### config.mk
export PLATFORM = sky130hd
export DESIGN_NAME = life_row_sequencer
export DESIGN_NICKNAME = d
export VERILOG_FILES = /design/src/rtl/life_row_sequencer.sv
export SDC_FILE = /design/constraint.sdc
export NUM_CORES = 1
export LEC_CHECK = 0
export CAP_MARGIN = 0
export CORE_ASPECT_RATIO = 0.7
export CORE_MARGIN = 2
export CORE_UTILIZATION = 29
export CTS_BUF_LIST = sky130_fd_sc_hd__clkbuf_4
export CTS_CLUSTER_SIZE = 40
export DETAILED_ROUTE_END_ITERATION = 12
export PLACE_DENSITY_LB_ADDON = 0.25
export SETUP_SLACK_MARGIN = 0.2
export SLEW_MARGIN = 40
export SYNTH_ARGS = -nofsm -noshare
export SYNTH_HDL_FRONTEND = slang
export SYNTH_SLANG_ARGS = --single-unit
### constraint.sdc
create_clock -name clk -period 6.7 [get_ports clk]
set_clock_uncertainty 0.1 [all_clocks]
set_input_delay 1.34 -clock clk [delete_from_list [all_inputs] [get_ports clk]]
set_output_delay 1.34 -clock clk [all_outputs]
set_load 0.005 [all_outputs]
### src/rtl/life_row_sequencer.sv
// One Game-of-Life generation over a ROWS x 32 grid: streams source rows through a
// three-row window feeding the external neighbour-count adder and writes each next row.
//
// state | meaning
// IDLE  | waiting for start
// REQ   | issue source read for row f
// CAP   | shift read data into the window
// EVAL  | apply rule to window middle row, write it
// FLUSH | shift a zero row in below the last grid row
// DONE  | pulse done, count the generation
module life_row_sequencer #(
    parameter int ROWS = 32,
    parameter int AW   = 5
) (
    input  logic          clk,
    input  logic          rst,
    input  logic          start,
    output logic          busy,
    output logic          done,
    output logic [15:0]   gen,
    output logic          rd_en,
    output logic [AW-1:0] rd_addr,
    input  logic [31:0]   rd_data,
    output logic          wr_en,
    output logic [AW-1:0] wr_addr,
    output logic [31:0]   wr_data,
    output logic [31:0]   r1,
    output logic [31:0]   r2,
    output logic [31:0]   r3,
    input  logic [119:0]  cnt
);

    typedef enum logic [2:0] {
        S_IDLE,
        S_REQ,
        S_CAP,
        S_EVAL,
        S_FLUSH,
        S_DONE
    } state_t;

    localparam logic [AW:0]   ROWS_F = (AW+1)'(ROWS);
    localparam logic [AW-1:0] LAST_E = AW'(ROWS - 1);

    state_t        state_q, state_d;
    logic [31:0]   top_q, top_d;
    logic [31:0]   mid_q, mid_d;
    logic [31:0]   bot_q, bot_d;
    logic [AW:0]   f_q, f_d;
    logic [AW-1:0] e_q, e_d;
    logic [15:0]   gen_q, gen_d;
    logic [31:0]   next_row;

    always_ff @(posedge clk or posedge rst) begin
        if (rst) begin
            state_q <= S_IDLE;
            top_q   <= '0;
            mid_q   <= '0;
            bot_q   <= '0;
            f_q     <= '0;
            e_q     <= '0;
            gen_q   <= '0;
        end else begin
            state_q <= state_d;
            top_q   <= top_d;
            mid_q   <= mid_d;
            bot_q   <= bot_d;
            f_q     <= f_d;
            e_q     <= e_d;
            gen_q   <= gen_d;
        end
    end

    // Birth on exactly 3 neighbours, survival on 2 or 3; edge columns stay dead.
    always_comb begin
        next_row = '0;
        for (int k = 1; k <= 30; k++) begin
            next_row[k] = (cnt[4*(k-1) +: 4] == 4'd3) |
                          (mid_q[k] & (cnt[4*(k-1) +: 4] == 4'd2));
        end
    end

    always_comb begin
        state_d = state_q;
        top_d   = top_q;
        mid_d   = mid_q;
        bot_d   = bot_q;
        f_d     = f_q;
        e_d     = e_q;
        gen_d   = gen_q;
        done    = 1'b0;
        rd_en   = 1'b0;
        rd_addr = '0;
        wr_en   = 1'b0;
        wr_addr = '0;
        wr_data = '0;
        case (state_q)
            S_IDLE: begin
                if (start) begin
                    top_d   = '0;
                    mid_d   = '0;
                    bot_d   = '0;
                    f_d     = '0;
                    e_d     = '0;
                    state_d = S_REQ;
                end
            end
            S_REQ: begin
                rd_en   = 1'b1;
                rd_addr = f_q[AW-1:0];
                state_d = S_CAP;
            end
            S_CAP: begin
                top_d   = mid_q;
                mid_d   = bot_q;
                bot_d   = rd_data;
                f_d     = f_q + 1'b1;
                // Row 0 alone is not enough to evaluate anything yet.
                state_d = (f_q == '0) ? S_REQ : S_EVAL;
            end
            S_EVAL: begin
                wr_en   = 1'b1;
                wr_addr = e_q;
                wr_data = next_row;
                if (e_q == LAST_E) begin
                    state_d = S_DONE;
                end else begin
                    e_d     = e_q + 1'b1;
                    state_d = (f_q == ROWS_F) ? S_FLUSH : S_REQ;
                end
            end
            S_FLUSH: begin
                top_d   = mid_q;
                mid_d   = bot_q;
                bot_d   = '0;
                state_d = S_EVAL;
            end
            S_DONE: begin
                done    = 1'b1;
                gen_d   = gen_q + 16'd1;
                state_d = S_IDLE;
            end
            default: state_d = S_IDLE;
        endcase
    end

    assign busy = (state_q != S_IDLE);
    assign gen  = gen_q;
    assign r1   = top_q;
    assign r2   = mid_q;
    assign r3   = bot_q;

endmodule

Word level (Yosys, flattened, before mapping). Index checks and enable logic that the tools add are counted.

Bits in registers: 126. Input bits: 155. Output and inout port bits: 158.

$add $sub $neg: 3. Equal/unequal tests: 69. Mux-type cells: 20. Bitwise operators: 60. Reduce and logical (&&, ||, !) cells: 12.

Operator list (number): $eq A4 B2 Y1 const B (60); $pmux W32 S2 (2); $pmux W32 S3 (1); $mux W32 (1); $mux W31 (1); $and A1 B1 Y1 (30); $or A1 B1 Y1 (30); $mux W5 (4); $add A16 B1 Y16 const B (1); $pmux W3 S5 (1); $pmux W6 S2 (1); $pmux W5 S2 (1); $mux W3 (3); $add A6 B1 Y6 const B (1); $eq A3 B2 Y1 const B (2); $eq A3 B3 Y1 const B (2); $eq A6 B6 Y1 const B (1); $logic_not A6 Y1 (1); $mux W6 (1); $reduce_and A2 Y1 (3); $reduce_bool A2 Y1 (3); $reduce_bool A3 Y1 (2); $add A5 B1 Y5 const B (1); $eq A5 B5 Y1 const B (1); other kinds (7) (10).

Logic depth before layout (Yosys ltp). Gate-level depths: netlist of the first run.

Depth after elaboration: 4. Gate-level depth with buffers: 7. Gate-level depth less buffers: 7.

Least setup slack after synthesis of the first run. Ideal clock, no wire load.

Path type: in2out. Start point: input cnt[39]. End point: output wr_data[10]. Data arrival time: 1657 ps. Required time: 5260 ps. Path slack: 3603 ps. Cell stages on the path: 2. Buffers on the path: 0. Cell sequence: nor3_1 and3_1.

Cells in the longest elaborated chain, start to end: 4.

RTL lines: from (decl) (line 30) `input logic [119:0] cnt`; $eq A4 B2 Y1 (line 79) `(mid_q[k] & (cnt[4*(k-1) +: 4] == 4'd2));`; $and A1 B1 Y1 (line 79); $or A1 B1 Y1 * (line 78) `next_row[k] = (cnt[4*(k-1) +: 4] == 4'd3) |`; $mux W31 * (line 97) `case (state_q)`; to (decl) (line 26) `output logic [31:0] wr_data,`.

Mark *: on every way between the ends. The rest lies on a longest branch, timed or not.

Worst setup path after layout of the first run.
Start point: register state_q[2]. End point: output wr_data[16].

Cells in the longest elaborated chain, start to end: 2.

RTL lines: from (decl) (line 45) `state_t state_q, state_d;`; from (signal assigned) (line 64) `state_q <= state_d;`; $eq A3 B2 Y1 (line 97); $mux W31 (line 97).

Every way passes these cells.

==> results.rst, run 1 <==
.. list-table::
   :header-rows: 1

   * - Metric
     - Value
   * - Outcome
     - finished, final reports clean
   * - Number of iterations in the first detailed-routing pass
     - 4
   * - Hold Path Origin
     - gen[15]$_DFFE_PP0P_
   * - Peak supply drop
     - 199 uV
   * - Count of pins on the block boundary
     - 313
   * - Synth warn
     - 0
   * - Number of fill cells
     - 1,657
   * - Final setup viols
     - 0
   * - Post-Synthesis Mean Instance Area
     - 11.6 sq um
   * - Static leakage
     - 0.00398 uW
   * - Actual transition at the worst max-transition pin
     - 734 ps
   * - Commonest cells after routing, fill and taps aside
     - 310 x clkdlybuf4s50_1, 126 x dfrtp_1, 97 x a22o_1
   * - Critical path class
     - flip-flop to output pin
   * - Insertion delay of the later-clocked pin in the worst-skew pair
     - 510 ps
   * - Maxcap violations
     - 0
   * - TritonCTS clock tree
     - yes
   * - Post-synthesis share of cell area spent on and, or, nand and nor gates
     - 15.1%
   * - Net load switching power
     - 1150 uW
   * - Data arrival at the endpoint of the critical path
     - 2950 ps
   * - Core Footprint
     - 18,200 sq um
   * - Setup total negative slack
     - 0 ps
   * - Average wire per cell in the routed design
     - 17.6 um
   * - Maximum root-to-sink buffer count
     - 2
   * - Required arrival time at the worst endpoint
     - 5260 ps
   * - Total Nets Final
     - 933
   * - Count of endpoints failing hold in the final timing report
     - 0
   * - Pwr per Cell Area
     - 360 nW/um^2
   * - DIE WIDTH
     - 168 um
   * - Placed cell areas
     - 8710 sq um
   * - Detailed placement HPWL
     - 13,400 um
   * - Critical path endpoint category
     - output pin
   * - Antenna Diode Count
     - 0
   * - Number of antenna violations at the first check in global routing
     - 1
   * - Maximum number of pins on one net before global-route repair
     - 65
   * - Congestion Overflow GR
     - 0
   * - Highest-delay cell along the critical path
     - dfrtp_1
   * - H-tree levels
     - 4
   * - CP Cell Sequence
     - and2b_1 -> nand2_1 -> inv_2 -> and3_1 -> clkdlybuf4s50_1
   * - Count of mapped cells out of synthesis
     - 470
   * - Critical path peak fanout
     - 33
   * - Clock net sink count
     - 126
   * - Count of cell types in the netlist
     - 37
   * - Clk pwr share
     - 15.9%
   * - Floorplan die area
     - 19,900 sq um
   * - All-layer global routing usage
     - 18.3%
   * - Total length of routed wires
     - 18,000 um
   * - Num CTS Buffers
     - 17
   * - Number of setup buffers added after CTS
     - 0
   * - Synth-to-Final Area Change
     - 65.6%
   * - 1st-iter DRT viols
     - 219
   * - Rows
     - 41
   * - Min cycle time layout
     - 4390 ps
   * - Post-Synth XOR/XNOR Area
     - 2.58%
   * - Register bit count reported by yosys
     - 126
   * - Root cell of the clock tree
     - clkbuf_4
   * - Number of buffers inserted for hold repair after clock tree synthesis
     - 0
   * - Number of vias after detailed routing
     - 5,018
   * - Origin of the worst setup path
     - state_q[2]$_DFFE_PP0P_
   * - Most frequent standard cell in the layout excluding fill and tap cells
     - clkdlybuf4s50_1
   * - Instance count after placement with tap cells included
     - 990
   * - Crit Reg-Reg Startpoint
     - state_q[2]$_DFFE_PP0P_
   * - Internal portion of total power
     - 2080 uW
   * - Rel. slew slack
     - 51.1%
   * - Unrepaired setup endpoints after global routing
     - no
   * - Final critical-path share of the clock period
     - 65.5%
   * - Fraction of the mapped netlist area in adder cells
     - 1.15%
   * - Synthesized area
     - 5430 sq um
   * - Clock-pin slew on the worst setup and hold paths
     - 120 ps
   * - Sequential Area
     - 3150 sq um
   * - Total of buffers placed on input and output ports
     - 310
   * - Die extent in y
     - 119 um
   * - Wire length of the first global-routing pass
     - 28,400 um
   * - Max Clk Rate
     - 228 MHz
   * - Share of cells above drive strength 1
     - 5.22%
   * - Routability cong.
     - 0.812
   * - Initial cell density of the core
     - 29.9%
   * - Detail-routed via count per cell
     - 4.91
   * - Post-route non-filler standard cell count
     - 1,022
   * - Sequential element share of the synthesized area
     - 58.0%
   * - Part of the power in registers
     - 39.8%
   * - Via count of the first global-routing pass
     - 5,169
   * - DRC
     - 0
   * - Area of the multi-input gates
     - 2080 sq um
   * - Switching Fraction
     - 35.6%
   * - Class of the worst hold path
     - flip-flop to flip-flop
   * - Portion of netlist area occupied by mux cells
     - 0.967%
   * - Fraction of the mapped netlist area in compound gates
     - 18.0%
   * - Type of origin of the critical path
     - flip-flop
   * - Number of gates resized after cts
     - 0
   * - Final count of pins violating max slew
     - 0
   * - Portion of total power attributed to combinational logic
     - 44.3%
   * - Hold WS
     - 382 ps
   * - Routed Antenna Nets
     - 0
   * - Main combinational cell family by area after synthesis
     - compound AO/OA/AOI/OAI gates
   * - Delay of the slowest critical-path stage
     - 570 ps
   * - Final non-filler cell area
     - 9000 sq um
area by class of cell:
type | instances | area share, %
clock buffers | 17 | 1.42
flip-flops and latches | 126 | 35.0
repair buffers | 314 | 35.1
multi-input cells | 305 | 23.1
well taps | 236 | 3.28
clock inverters | 15 | 1.64
inverters | 9 | 0.431
cells by family (layout without fill, tap and decap cells):
kind of cell,Yosys count,after routing
AOI/OAI and AO/OA,117,117
xor gates and xnor gates,16,16
adders and majority gates,5,5
buffers and inverters,40,355
DFF,126,126
muxes,5,5
other,1,2
and+or+nand+nor,160,160
layer usage:
metal	GRT usage (%)	vias up	wire (um)
li1	-	2339	-
met1	22.6	2485	7650
met2	30.6	167	8850
met3	5.96	25	1150
met4	5.49	2	318
met5	0	-	13
critical path, delay by kind of cell, from the launching register on:
family        cells  cell delay [ps]
buf+inv           2             1050
simple gates      3              820
flops             1              570
power groups by stage:
| stage | combinational, uW | sequential [uW] | clock [uW] |
|---|---|---|---|
| 2_1_floorplan | 676 | 1240 | 0 |
| 3_3_place_gp | 1400 | 1290 | 0 |
| 3_5_place_dp | 1450 | 1290 | 0 |
| 4_1_cts | 1460 | 1290 | 535 |
| 5_1_grt | 1560 | 1330 | 567 |
| 6_report | 1430 | 1290 | 516 |
state kept, by name (all words and copies together) (netlist names):
signal / flops
e_q: 5
state_q: 3
gen: 16
r2: 32
r1: 32
f_q: 6
r3: 32
worst paths after layout:
path | to | slack (ps) | depth (start not counted)
setup / recovery | wr_data[16] | 2310 | 5
min in group asynchronous | r2[13]$_DFFE_PP0P_ | 1160 | 2
max in group asynchronous | r1[18]$_DFFE_PP0P_ | 4370 | 3
setup reg to reg | r1[21]$_DFFE_PP0P_ | 4560 | 4
hold reg to reg | gen[15]$_DFFE_PP0P_ | 380 | 1
hold / removal | gen[15]$_DFFE_PP0P_ | 380 | 1
stage by stage:
stage | total power, uW | util (%) | worst slack, ps
floorplan | 1920 | - | 1900
global placement | 2700 | 47.8 | 2230
detailed placement | 2750 | 48.0 | 2270
CTS | 3280 | 49.5 | 2240
global route | 3460 | 49.5 | 2060
finish | 3240 | 49.5 | 2310
synth_stat cells:
| cell | number | area (sq um) |
|---|---|---|
| a22o_1 | 97 | 850 |
| mux2_2 | 2 | 22.5 |
| a211o_1 | 1 | 8.76 |
| a21oi_1 | 4 | 20.0 |
| nor2b_1 | 4 | 25.0 |
| nand3_1 | 8 | 40.0 |
| or3b_1 | 1 | 8.76 |
| nand2_1 | 21 | 78.8 |
| dfrtp_1 | 126 | 3150 |
| and2_1 | 5 | 31.3 |
| o31a_1 | 1 | 8.76 |
| a221oi_1 | 1 | 8.76 |
| clkbuf_1 | 9 | 33.8 |
| nand2b_1 | 2 | 12.5 |
| nor2_1 | 34 | 128 |
| and2b_1 | 1 | 7.51 |
| o21ba_1 | 1 | 10.0 |
| nand3b_1 | 1 | 7.51 |
| o21ai_0 | 8 | 40.0 |
| nand4_1 | 4 | 25.0 |
| nor4b_1 | 1 | 8.76 |
| buf_2 | 14 | 70.1 |
| nor3_1 | 34 | 170 |
| xor2_1 | 2 | 17.5 |
| xnor2_1 | 14 | 123 |
| o2111a_1 | 1 | 11.3 |
| and3_1 | 42 | 263 |
| mux2i_1 | 3 | 30.0 |
| nor2_2 | 1 | 6.26 |
| o21a_1 | 2 | 15.0 |
| ha_1 | 5 | 62.6 |
| a21o_1 | 1 | 7.51 |
| inv_1 | 9 | 33.8 |
| buf_4 | 2 | 15.0 |
| conb_1 | 1 | 3.75 |
| nand4b_1 | 1 | 8.76 |
| buf_6 | 6 | 67.6 |
No activity file was read; power rests on OpenSTA's default activity.
==> inputs of run 2 (changes only) <==
==> constraint.sdc (replaced) <==
create_clock -name clk -period 4.6 [get_ports clk]
set_clock_uncertainty 0.1 [all_clocks]
set_input_delay 0.92 -clock clk [delete_from_list [all_inputs] [get_ports clk]]
set_output_delay 0.92 -clock clk [all_outputs]
set_load 0.005 [all_outputs]
==> run 2 against run 1 <==
  * Critical path depth rose by 1
  * First-iteration DRC count rose by 83%
  * Flip-flop and latch count unchanged
  * Critical path type unchanged
  * Largest cell class unchanged
  * Largest power group unchanged
==> results.rst, run 2 (synthesis gave the netlist of run 1 again) <==
.. list-table::
   :header-rows: 1

   * - Metric
     - Value
   * - Critical path peak fanout
     - 18 (was 33)
   * - Clock-pin slew on the worst setup and hold paths
     - 120 ps (about the same)
   * - Core Footprint
     - 18,200 sq um (unchanged)
   * - Total of buffers placed on input and output ports
     - 310 (unchanged)
   * - Required arrival time at the worst endpoint
     - 3580 ps (was 5260 ps)
   * - Routed Antenna Nets
     - 0 (unchanged)
   * - Count of endpoints failing hold in the final timing report
     - 0 (unchanged)
   * - Data arrival at the endpoint of the critical path
     - 3030 ps (was 2950 ps)
   * - Wire length of the first global-routing pass
     - 28,700 um (was 28,400 um)
   * - Root cell of the clock tree
     - clkbuf_4 (unchanged)
   * - Average wire per cell in the routed design
     - 18.0 um (was 17.6 um)
   * - Final critical-path share of the clock period
     - 88.1%
   * - Outcome
     - finished, final reports clean (unchanged)
   * - Placed cell areas
     - 8760 sq um (was 8710 sq um)
   * - Type of origin of the critical path
     - flip-flop (unchanged)
   * - Worst hold path stage count
     - 1 (unchanged)
   * - Final core utilization
     - 50.1% (was 49.5%)
   * - Share of cells above drive strength 1
     - 5.46% (was 5.22%)
   * - Class of the worst hold path
     - flip-flop to flip-flop (unchanged)
   * - Static leakage
     - 0.00403 uW (was 0.00398 uW)
   * - Via count of the first global-routing pass
     - 5,045 (was 5,169)
   * - Maximum root-to-sink buffer count
     - 2 (unchanged)
   * - Number of buffers inserted for hold repair after clock tree synthesis
     - 0 (unchanged)
   * - R2R setup slack
     - 2340 ps (was 4560 ps)
   * - Insertion delay of the later-clocked pin in the worst-skew pair
     - 500 ps (was 510 ps)
   * - Peak supply drop
     - 236 uV (was 199 uV)
   * - Number of setup buffers added after CTS
     - 0 (unchanged)
   * - Initial cell density of the core
     - 29.9% (unchanged)
   * - Final worst-path setup slack
     - 549 ps (was 2310 ps)
   * - Num CTS Buffers
     - 17 (unchanged)
   * - TritonCTS clock tree
     - yes (unchanged)
   * - Setup total negative slack
     - 0 ps (unchanged)
   * - Congestion Overflow GR
     - 0 (unchanged)
   * - Detailed placement HPWL
     - 13,800 um (was 13,400 um)
   * - Final count of pins violating max slew
     - 0 (unchanged)
   * - 1st-iter DRT viols
     - 400 (was 219)
   * - Routability cong.
     - 0.836 (was 0.812)
   * - Number of antenna violations at the first check in global routing
     - 0 (was 1)
   * - Min cycle time layout
     - 4050 ps
   * - Max Clk Rate
     - 247 MHz
   * - Rel. slew slack
     - 51.9% (was 51.1%)
   * - DRC
     - 0 (unchanged)
   * - Worst Reg-to-Reg Cells
     - 4 (unchanged)
   * - Maxcap violations
     - 0 (unchanged)
   * - Maximum number of pins on one net before global-route repair
     - 58 (was 65)
   * - Final non-filler cell area
     - 9090 sq um (was 9000 sq um)
   * - Final setup viols
     - 0 (unchanged)
   * - Number of gates resized after cts
     - 0 (unchanged)
   * - Floorplan die area
     - 19,900 sq um (unchanged)
   * - Commonest cells after routing, fill and taps aside
     - 310 x clkdlybuf4s50_1, 126 x dfrtp_1, 97 x a22o_1 (unchanged)
   * - Origin of the worst setup path
     - state_q[1]$_DFFE_PP0P_ (was state_q[2]$_DFFE_PP0P_)
   * - Total Nets Final
     - 935 (was 933)
   * - Endpoint, Worst Hold
     - gen[15]$_DFFE_PP0P_ (unchanged)
   * - DIE WIDTH
     - 168 um (unchanged)
   * - Clock net sink count
     - 126 (unchanged)
   * - All-layer global routing usage
     - 18.5% (was 18.3%)
   * - H-tree levels
     - 4 (unchanged)
   * - Pwr per Cell Area
     - 538 nW/um^2 (was 360 nW/um^2)
   * - Crit Reg-Reg Startpoint
     - state_q[1]$_DFFE_PP0P_ (was state_q[2]$_DFFE_PP0P_)
   * - Count of pins on the block boundary
     - 313 (unchanged)
   * - Unrepaired setup endpoints after global routing
     - no (unchanged)
   * - Hold Path Origin
     - gen[15]$_DFFE_PP0P_ (unchanged)
   * - Die extent in y
     - 119 um (unchanged)
   * - R2R Path End
     - r2[13]$_DFFE_PP0P_ (was r1[21]$_DFFE_PP0P_)
   * - Most frequent standard cell in the layout excluding fill and tap cells
     - clkdlybuf4s50_1 (unchanged)
   * - Actual transition at the worst max-transition pin
     - 722 ps (was 734 ps)
   * - Total length of routed wires
     - 18,400 um (was 18,000 um)
   * - Minimum setup slack after placement
     - 1010 ps (was 2270 ps)
   * - Synth-to-Final Area Change
     - 67.4% (was 65.6%)
   * - Number of iterations in the first detailed-routing pass
     - 5 (was 4)
   * - Rows
     - 41 (unchanged)
   * - Number of vias after detailed routing
     - 5,008 (was 5,018)
   * - Critical path class
     - flip-flop to output pin (unchanged)
   * - Critical path endpoint category
     - output pin (unchanged)
   * - Detail-routed via count per cell
     - 4.89 (was 4.91)
   * - Antenna Diode Count
     - 0 (unchanged)
## run 2: cell types whose count changed in the layout (fill, tap and decap cells not counted), moves of 2 or more
cell       change
bufinv_16      +2
clkinv_2       -3
buf_12         +2
clkbuf_4       +2
## run 2: stage by stage
stage / hold WS, ps / total power, uW / std cells
after floorplan: 368 / 2790 / 471
after global placement: 361 / 3960 / 990
after detailed placement: 377 / 4040 / 992
after CTS: 397 / 4940 / 1024
after global routing: 409 / 5190 / 1024
final: 390 / 4890 / 1024
## run 2: power by group
part           internal [uW]  switching [uW]
clock                    447             436
combinational           1250             879
sequential              1490             387
## run 2: area by class of cell
| class | instances | area (sq um) |
|---|---|---|
| repair buffers | 316 | 3190 |
| clock inverters | 13 | 189 |
| flip-flops and latches | 126 | 3150 |
| inverters | 9 | 36.3 |
| multi-input cells | 305 | 2080 |
| fillers | 1625 | 9070 |
| well taps | 236 | 295 |
| clock buffers | 19 | 143 |
## run 2: layer usage
layer / track usage (%) / up-vias / part of all wire (%)
met5: 0 / - / 0
li1: - / 2331 / -
met1: 23.2 / 2481 / 43
met2: 31.7 / 192 / 51
met3: 5.86 / 4 / 6.3
met4: 3.10 / 0 / 0.26
## run 2: worst max path at each step
stage,endpoint,slack (ps)
3_5_place_dp,wr_data[5],1010
6_report,wr_data[15],550
2_1_floorplan,e_q[0]$_DFFE_PP0P_,220
5_1_grt,wr_data[15],330
4_1_cts,wr_data[15],490
3_3_place_gp,wr_data[5],990
## run 2: critical path, cell delays in order, from the launching register on
cell and delay, ps:
dfrtp_1 640, and2b_1 300, nand2_1 120, inv_1 490, buf_12 230, o2111a_1 200, clkdlybuf4s50_1 530
==> inputs of run 3 (changes only) <==
--- a/config.mk
+++ b/config.mk
@@ -12,9 +12,10 @@
 export CTS_BUF_LIST = sky130_fd_sc_hd__clkbuf_4
 export CTS_CLUSTER_SIZE = 40
 export DETAILED_ROUTE_END_ITERATION = 12
-export PLACE_DENSITY_LB_ADDON = 0.25
+export PLACE_DENSITY_LB_ADDON = 0.15
 export SETUP_SLACK_MARGIN = 0.2
 export SLEW_MARGIN = 40
 export SYNTH_ARGS = -nofsm -noshare
 export SYNTH_HDL_FRONTEND = slang
 export SYNTH_SLANG_ARGS = --single-unit
+export TNS_END_PERCENT = 1
==> run 3 against run 2 <==
  * Clock power shrank 9.3%
  * Sequential share of layout area grew 0.16 points
  * Combinational power is essentially flat
  * Critical path type unchanged
  * Register-to-register slack lost 210 ps
  * Final cell count is essentially flat
  * Sequential power is essentially flat
  * Utilization shrank 0.23 points
  * Flip-flop and latch count is the same
  * Global-route usage is essentially flat
  * First-iteration DRC count shrank 41%
  * Non-clock buffer count is the same
==> results.rst, run 3 (synthesis gave the netlist of run 1 again) <==
.. list-table::
   :header-rows: 1

   * - Metric
     - Value
   * - Min cycle time layout
     - 4010 ps (was 4050 ps)
   * - Critical path peak fanout
     - 20 (was 18)
   * - All-layer global routing usage
     - 18.4% (was 18.5%)
   * - Wire length of the first global-routing pass
     - 28,500 um (was 28,700 um)
   * - Antenna Diode Count
     - 0 (unchanged)
   * - Detailed placement HPWL
     - 13,400 um (was 13,800 um)
   * - Total of buffers placed on input and output ports
     - 310 (unchanged)
   * - Final setup viols
     - 0 (unchanged)
   * - Detail-routed via count per cell
     - 4.88 (was 4.89)
   * - Total length of routed wires
     - 18,000 um (was 18,400 um)
   * - Type of origin of the critical path
     - flip-flop (unchanged)
   * - Share of cells above drive strength 1
     - 5.46% (about the same)
   * - Setup total negative slack
     - 0 ps (unchanged)
   * - Crit Reg-Reg Startpoint
     - state_q[2]$_DFFE_PP0P_ (was state_q[1]$_DFFE_PP0P_)
   * - Number of vias after detailed routing
     - 4,994 (was 5,008)
   * - Instance count after placement with tap cells included
     - 992 (unchanged)
   * - Global-route track usage on met3
     - 6.83% (was 5.86%)
   * - Global-route layer with the greatest usage
     - met2 (unchanged)
   * - Maximum number of pins on one net before global-route repair
     - 73 (was 58)
   * - DIE WIDTH
     - 168 um (unchanged)
   * - Congestion Overflow GR
     - 0 (unchanged)
   * - H-tree levels
     - 4 (unchanged)
   * - Core Footprint
     - 18,200 sq um (unchanged)
   * - Class of the worst hold path
     - flip-flop to flip-flop (unchanged)
   * - Final count of pins violating max slew
     - 0 (unchanged)
   * - Number of buffers inserted for hold repair after clock tree synthesis
     - 0 (unchanged)
   * - Unrepaired setup endpoints after global routing
     - no (unchanged)
   * - Critical path class
     - flip-flop to output pin (unchanged)
   * - Number of setup buffers added after CTS
     - 0 (unchanged)
   * - Max Clk Rate
     - 249 MHz (was 247 MHz)
   * - Maximum root-to-sink buffer count
     - 2 (unchanged)
   * - Outcome
     - finished, final reports clean (unchanged)
   * - Met2 Use GR
     - 30.2% (was 31.7%)
   * - Root cell of the clock tree
     - clkbuf_4 (unchanged)
   * - Total Nets Final
     - 935 (unchanged)
   * - Actual transition at the worst max-transition pin
     - 684 ps (was 722 ps)
   * - Commonest cells after routing, fill and taps aside
     - 310 x clkdlybuf4s50_1, 126 x dfrtp_1, 97 x a22o_1 (unchanged)
   * - Final critical-path share of the clock period
     - 87.3% (was 88.1%)
   * - Initial cell density of the core
     - 29.9% (unchanged)
   * - R2R Path End
     - r1[22]$_DFFE_PP0P_ (was r2[13]$_DFFE_PP0P_)
   * - Peak supply drop
     - 199 uV (was 236 uV)
   * - TritonCTS clock tree
     - yes (unchanged)
   * - Die extent in y
     - 119 um (unchanged)
   * - R2R setup slack
     - 2130 ps (was 2340 ps)
   * - Overall power after layout
     - 4790 uW (was 4890 uW)
   * - Rows
     - 41 (unchanged)
   * - Critical path endpoint category
     - output pin (unchanged)
   * - Routed Antenna Nets
     - 0 (unchanged)
   * - Count of endpoints failing hold in the final timing report
     - 0 (unchanged)
   * - Via count of the first global-routing pass
     - 5,169 (was 5,045)
   * - Static leakage
     - 0.00401 uW (was 0.00403 uW)
   * - Floorplan die area
     - 19,900 sq um (unchanged)
   * - Insertion delay of the later-clocked pin in the worst-skew pair
     - 520 ps (was 500 ps)
   * - Clock-pin slew on the worst setup and hold paths
     - 120 ps (about the same)
   * - Required arrival time at the worst endpoint
     - 3580 ps (about the same)
   * - Data arrival at the endpoint of the critical path
     - 2990 ps (was 3030 ps)
   * - Average wire per cell in the routed design
     - 17.6 um (was 18.0 um)
   * - Maxcap violations
     - 0 (unchanged)
   * - Num CTS Buffers
     - 17 (unchanged)
   * - Clock net sink count
     - 126 (unchanged)
   * - Most frequent standard cell in the layout excluding fill and tap cells
     - clkdlybuf4s50_1 (unchanged)
   * - Worst Reg-to-Reg Cells
     - 4 (unchanged)
   * - DRC
     - 0 (unchanged)
   * - Synth-to-Final Area Change
     - 66.6% (was 67.4%)
   * - Origin of the worst setup path
     - state_q[2]$_DFFE_PP0P_ (was state_q[1]$_DFFE_PP0P_)
   * - Rel. slew slack
     - 54.4% (was 51.9%)
   * - Number of antenna violations at the first check in global routing
     - 0 (unchanged)
   * - Post-route non-filler standard cell count
     - 1,023 (was 1,024)
   * - Met1 track demand over resource
     - 23.0% (was 23.2%)
   * - 1st-iter DRT viols
     - 236 (was 400)
   * - Pwr per Cell Area
     - 529 nW/um^2 (was 538 nW/um^2)
   * - Routability cong.
     - 0.780 (was 0.836)
   * - Count of pins on the block boundary
     - 313 (unchanged)
   * - End point of the critical path
     - wr_data[15] (unchanged)
   * - Number of iterations in the first detailed-routing pass
     - 4 (was 5)
[run 3: layout make-up]
| class | count | area [sq um] |
|---|---|---|
| sequential | 126 | 3150 |
| inverter | 9 | 42.5 |
| tap | 236 | 295 |
| timing repair buffer | 316 | 3190 |
| clock inverter | 12 | 146 |
| clock buffer | 19 | 143 |
| fill | 1679 | 9110 |
| multi-input combinational | 305 | 2080 |
[run 3: repair_timing]
action | in CTS | in global routing
resized for setup | 0 | 1
setup endpoints to repair | 0 | 1
hold endpoints to repair | 0 | 0
[run 3: worst max-delay path, stage by stage (launching register included)]
cell and delay [ps]:
dfrtp_1 570, and2b_1 370, nand2_1 140, clkinvlp_4 290, buf_4 310, o2111a_1 240, clkdlybuf4s50_1 530
[run 3: routing by layer]
layer | routed length, um | vias to the layer above
met1 | 7670 | 2460
li1 | - | 2335
met4 | 224 | 0
met5 | 0 | -
met3 | 1400 | 16
met2 | 8730 | 183
[run 3: where the power goes]
group / switching [uW] / internal [uW]
combinational: 870 / 1250
sequential: 374 / 1490
clock: 419 / 382
[run 3: how the worst min path moves through the flow]
stage	startpoint	to	slack (ps)	cells past startpoint
after floorplan	gen[15]$_DFFE_PP0P_	gen[15]$_DFFE_PP0P_	370	1
after global placement	gen[15]$_DFFE_PP0P_	gen[15]$_DFFE_PP0P_	360	1
after detailed placement	gen[15]$_DFFE_PP0P_	gen[15]$_DFFE_PP0P_	370	1
after CTS	gen[15]$_DFFE_PP0P_	gen[15]$_DFFE_PP0P_	390	1
after global routing	gen[15]$_DFFE_PP0P_	gen[15]$_DFFE_PP0P_	410	1
final	gen[15]$_DFFE_PP0P_	gen[15]$_DFFE_PP0P_	380	1
[run 3: through the flow]
step / setup WS [ps] / cell area, sq um / hold WS [ps] / util [%]
floorplan: 224 / 5440 / 368 / -
global placement: 1100 / 8700 / 360 / 47.9
detailed placement: 1010 / 8760 / 372 / 48.2
CTS: 380 / 9050 / 389 / 49.8
global route: 338 / 9050 / 412 / 49.8
finish: 586 / 9050 / 377 / 49.8
